### src/rtl/haraka_squeeze_out.sv
// rtl/haraka_squeeze_out.sv - Haraka-S sponge squeeze reader: captures permuted state, streams rate words
module haraka_squeeze_out #(
  parameter int STATE_W = 512,
  parameter int RATE_W  = 256,
  parameter int OUT_W   = 64
) (
  input  logic               clk,
  input  logic               reset,
  input  logic               start,
  input  logic [15:0]        out_len,
  output logic               perm_req,
  input  logic               state_valid,
  input  logic [STATE_W-1:0] state_in,
  output logic [OUT_W-1:0]   out_data,
  output logic               out_valid,
  input  logic               out_ready,
  output logic               out_last,
  output logic               busy,
  output logic               done
);

  localparam int WPB   = RATE_W / OUT_W;
  localparam int IDX_W = $clog2(WPB + 1);
  localparam logic [IDX_W-1:0] WPB_I = IDX_W'(WPB);

  typedef enum logic [1:0] {IDLE, REQ, WAIT, EMIT} state_t;

  state_t              state, state_d;
  logic [RATE_W-1:0]   rate_buf, rate_d;
  logic [15:0]         remaining, remaining_d, rem_dec;
  logic [IDX_W-1:0]    idx, idx_d, idx_inc;
  logic [OUT_W-1:0]    out_data_d;
  logic                perm_req_d, out_valid_d, out_last_d, busy_d, done_d;

  // Word 0 is the most significant slice of the rate.
  function automatic logic [OUT_W-1:0] word_at(input logic [RATE_W-1:0] r,
                                               input logic [IDX_W-1:0]  i);
    logic [RATE_W-1:0] s;
    s = r << (int'(i) * OUT_W);
    return s[RATE_W-1 -: OUT_W];
  endfunction

  assign idx_inc = idx + IDX_W'(1);
  assign rem_dec = (remaining != 16'd0) ? remaining - 16'd1 : remaining;

  always_comb begin
    state_d     = state;
    rate_d      = rate_buf;
    remaining_d = remaining;
    idx_d       = idx;
    out_data_d  = out_data;
    out_valid_d = out_valid;
    out_last_d  = out_last;
    busy_d      = busy;
    perm_req_d  = 1'b0;
    done_d      = 1'b0;
    case (state)
      IDLE: begin
        busy_d      = 1'b0;
        out_valid_d = 1'b0;
        out_last_d  = 1'b0;
        if (start) begin
          if (out_len != 16'd0) begin
            remaining_d = out_len;
            state_d     = REQ;
            perm_req_d  = 1'b1;
            busy_d      = 1'b1;
          end else begin
            done_d = 1'b1;
          end
        end
      end
      REQ: state_d = WAIT;
      WAIT: begin
        if (state_valid) begin
          rate_d      = state_in[STATE_W-1 -: RATE_W];
          idx_d       = '0;
          state_d     = EMIT;
          out_valid_d = 1'b1;
          out_data_d  = state_in[STATE_W-1 -: OUT_W];
          out_last_d  = (remaining == 16'd1);
        end
      end
      EMIT: begin
        if (out_ready) begin
          remaining_d = rem_dec;
          idx_d       = idx_inc;
          if (remaining == 16'd1) begin
            out_valid_d = 1'b0;
            out_last_d  = 1'b0;
            done_d      = 1'b1;
            state_d     = IDLE;
          end else if (idx_inc == WPB_I) begin
            out_valid_d = 1'b0;
            out_last_d  = 1'b0;
            perm_req_d  = 1'b1;
            state_d     = REQ;
          end else begin
            out_data_d = word_at(rate_buf, idx_inc);
            out_last_d = (rem_dec == 16'd1);
          end
        end
      end
      default: state_d = IDLE;
    endcase
  end

  always_ff @(posedge clk or negedge reset) begin
    if (!reset) begin
      state     <= IDLE;
      rate_buf  <= '0;
      remaining <= '0;
      idx       <= '0;
      out_data  <= '0;
      out_valid <= 1'b0;
      out_last  <= 1'b0;
      busy      <= 1'b0;
      perm_req  <= 1'b0;
      done      <= 1'b0;
    end else begin
      state     <= state_d;
      rate_buf  <= rate_d;
      remaining <= remaining_d;
      idx       <= idx_d;
      out_data  <= out_data_d;
      out_valid <= out_valid_d;
      out_last  <= out_last_d;
      busy      <= busy_d;
      perm_req  <= perm_req_d;
      done      <= done_d;
    end
  end

endmodule

### config.mk
export PLATFORM = sky130hd
export DESIGN_NAME = haraka_squeeze_out
export DESIGN_NICKNAME = d
export VERILOG_FILES = /design/src/rtl/haraka_squeeze_out.sv
export SDC_FILE = /design/constraint.sdc
export NUM_CORES = 1
export LEC_CHECK = 0
export CORE_AREA = 2 2 234 236
export DETAILED_ROUTE_END_ITERATION = 10
export DIE_AREA = 0 0 236 238
export GPL_TIMING_DRIVEN = 0
export SKIP_CTS_REPAIR_TIMING = 1
export SYNTH_ARGS = -nofsm -noshare
export SYNTH_HDL_FRONTEND = slang
export SYNTH_SLANG_ARGS = --single-unit
### constraint.sdc
create_clock -name clk -period 2.54 [get_ports clk]
set_input_delay 0.508 -clock clk [delete_from_list [all_inputs] [get_ports clk]]
set_output_delay 0.508 -clock clk [all_outputs]
set_load 0.02 [all_outputs]
==> flow_summary.yaml <==
run_status:
  status: "complete, but fails checks"
  violations: "negative hold slack"
power_and_ir_drop:
  p_int_mw: 18.9
  powerDensity_mw_per_mm2: 1300
  p_comb_frac: 0.436
  p_sw_frac: 0.335
  p_leak_nw: 8.87
  vdd_drop_max_mv: 0.566
  p_sw_mw: 9.56
  power_frac_seq: 0.350
  p_clk_frac: 0.215
yosys:
  synth_nets: 1612
  synth.area.top_cells: "dfrtp_1 (54%), mux2_2 (21%), mux4_2 (9.0%), a22o_1 (3.6%), mux2_1 (2.0%)"
  netlist_top_cells_count: "dfrtp_1 (346), mux2_2 (293), a22o_1 (65)"
  yosys_warnings: 0
  synth.distinct_cells: 60
  netlist_area_mm2: 0.0159
  synthArstFlopShare: 1.00
  yosys_register_bits: 346
  synth_edf_count: 0
  syn-instance-count: 1068
  yosys.cell_count.top_type: "dfrtp_1"
  yosysTopAreaCellShare: 0.543
  ys.flop_type: "dfrtp_1"
  avgSynthCellArea_um2: 14.9
  seq_area_frac_synth: 0.543
  yosys.area.top_type: "dfrtp_1"
worst_setup_path:
  cp.arrival_ps: 2890
  crit_type: "flop to flop"
  critPathLaunchType: "flop"
  end_kind: "flop"
  cp_top_family: "buffers and inverters"
  cp_max_fo: 10
  worst_path_max_delay_cell: "dfrtp_1"
  timing.rr.start: "idx[0]"
  r2r_end: "out_data[37]"
  r2r_slack_ps: 90
  worst_ep_required_time_ps: 2970
  path_cells: "ha_1 > buf_2 > buf_2 > mux4_2 > a22o_1 > mux2_2"
  reg2reg_depth: 6
  crit_buf_inv: 2
  cp_slowest_stage_delay_ps: 450
  cp_common_cell: "buf_2"
clock_network:
  clk_path_buf_depth: 3
  cts.clk_slew.worst_paths_ps: 60
  cts_buffers: 42
  htreeDepth: 2
  cts.sinks: 346
  cts_tree: "yes"
  clk_latency_ps: 560
  cts_root_buf: "clkbuf_16"
route:
  routed_wl_mm: 51.5
  via_per_inst: 5.04
  drt_iter0_drc: 564
  routedWlPerCell_um: 23.5
  vias: 11000
  drtPass1Iterations: 4
  antenna_left: 0
  drcViolationCount: 0
die:
  start_util: 0.298
  pin_count: 602
  die_h_um: 238
  rows: 85
  die_area_mm2: 0.0562
  die_w_um: 236
  core-area_mm2: 0.0535
sta:
  holdWs_ps: -25.3
  tns_ps: 0
  fmax_mhz: 408
  tightest_slew_ps: 904
  slew_headroom: 0.397
  setup_viol: 0
  drv_slew: 0
  period_needed_ps: 2450
  skew_ps: 16.8
  hold_viol: 41
  post-route-period-util: 0.966
place:
  gp_congestion: 0.866
  port_buffers: 345
  dpl.cell_count: 2112
  hpwl_mm: 37.2
  dpl_cell_area_mm2: 0.0204
global_route:
  grt_pass1_wl_mm: 77.1
  grt_pass1_vias: 11800
  grt-ovfl-total: 0
  track_usage: 0.183
  antenna_found_initial: 13
  grt_max_degree: 101
finish:
  nFillCells: 5007
  drive_gt1_frac: 0.340
  final_cells: 2189
  area_delta_synth_final_pct: 37.4
  final_util: 0.410
  finish.instance_area_mm2: 0.0219
  finalNetCount: 2006
worst_hold_path:
  hold_class: "input pin to asynchronous set/reset pin"
run:
  cap_violations: 0
[metrics by stage]
| step | setup WS (ps) | power (mW) |
|---|---|---|
| after global routing | -5.88 | 30.2 |
| final | 86.6 | 28.5 |
| after detailed placement | -671 | 22.5 |
| after floorplan | 295 | 18.0 |
| after global placement | -14950 | 22.2 |
| after CTS | -696 | 28.8 |
[worst register-to-register path: stages (launching register included)]
cell and delay, ps:
dfrtp_1 450, ha_1 330, buf_2 350, buf_2 390
mux4_2 350, a22o_1 210, mux2_2 260
[placed cells by master (no fill, tap or decap), types with 21 or more instances in the layout]
master             n
nor2_1            21
clkbuf_2          36
a22o_1            65
dfrtp_1          346
clkbuf_16         43
mux4_2            64
clkdlybuf4s50_1  344
mux2_1            29
clkbuf_1          24
nand2_1           22
mux2_2           293
[layout make-up]
cell class	count	area, um^2	area share
tap	696	871	0.0398
buffer	75	435	0.0199
clock inverter	11	163	0.00742
multi-input combinational	634	6930	0.316
sequential	346	8660	0.395
inverter	10	40.0	0.00183
antenna	3	7.51	0.000343
clock buffer	61	1220	0.0559
timing repair buffer	353	3580	0.163
[sequential cells by signal, summed over array words and instances, names as in the netlist, named ones only]
| register | cells |
|---|---|
| state | 2 |
| rate_buf | 256 |
| perm_req | 1 |
| remaining | 15 |
| busy | 1 |
| done | 1 |
| out_data | 64 |
| out_valid | 1 |
| out_last | 1 |
| idx | 3 |
[logic make-up after synthesis]
logic type      after synthesis  synth area share
simple gates                104            0.0371
mux                         388             0.319
compound gates              131            0.0668
buf+inv                      88            0.0251
fa+ha+maj                    11           0.00863
flops                       346             0.543
[power by group through the flow]
stage / Sequential, mW / Clock, mW / Combinational, mW
5_1_grt: 10.3 / 6.53 / 13.4
4_1_cts: 9.90 / 6.33 / 12.6
3_5_place_dp: 9.98 / 0 / 12.5
2_1_floorplan: 10.1 / 0 / 7.90
3_3_place_gp: 9.93 / 0 / 12.3
6_report: 9.96 / 6.12 / 12.4
[worst max path at each step]
stage,from,end,slack (ps),depth (start not counted)
finish,idx[0],out_data[37],90,6
global route,remaining[4],out_data[52],-6,9
CTS,state[1],remaining[3],-700,8
detailed placement,state[1],remaining[3],-670,8
global placement,reset,rate_buf[125],-14950,1
floorplan,out_len[9],state[1],300,5
[layer usage]
metal  routed length [um]  vias to the layer above  global-route usage
met3                 3780                       98              0.0580
met2                23700                      330               0.287
li1                     -                     4870                   -
met5                  128                        -                   0
met1                22500                     5724               0.243
met4                 1400                       18              0.0540
Power figures use the tool's default switching activity.
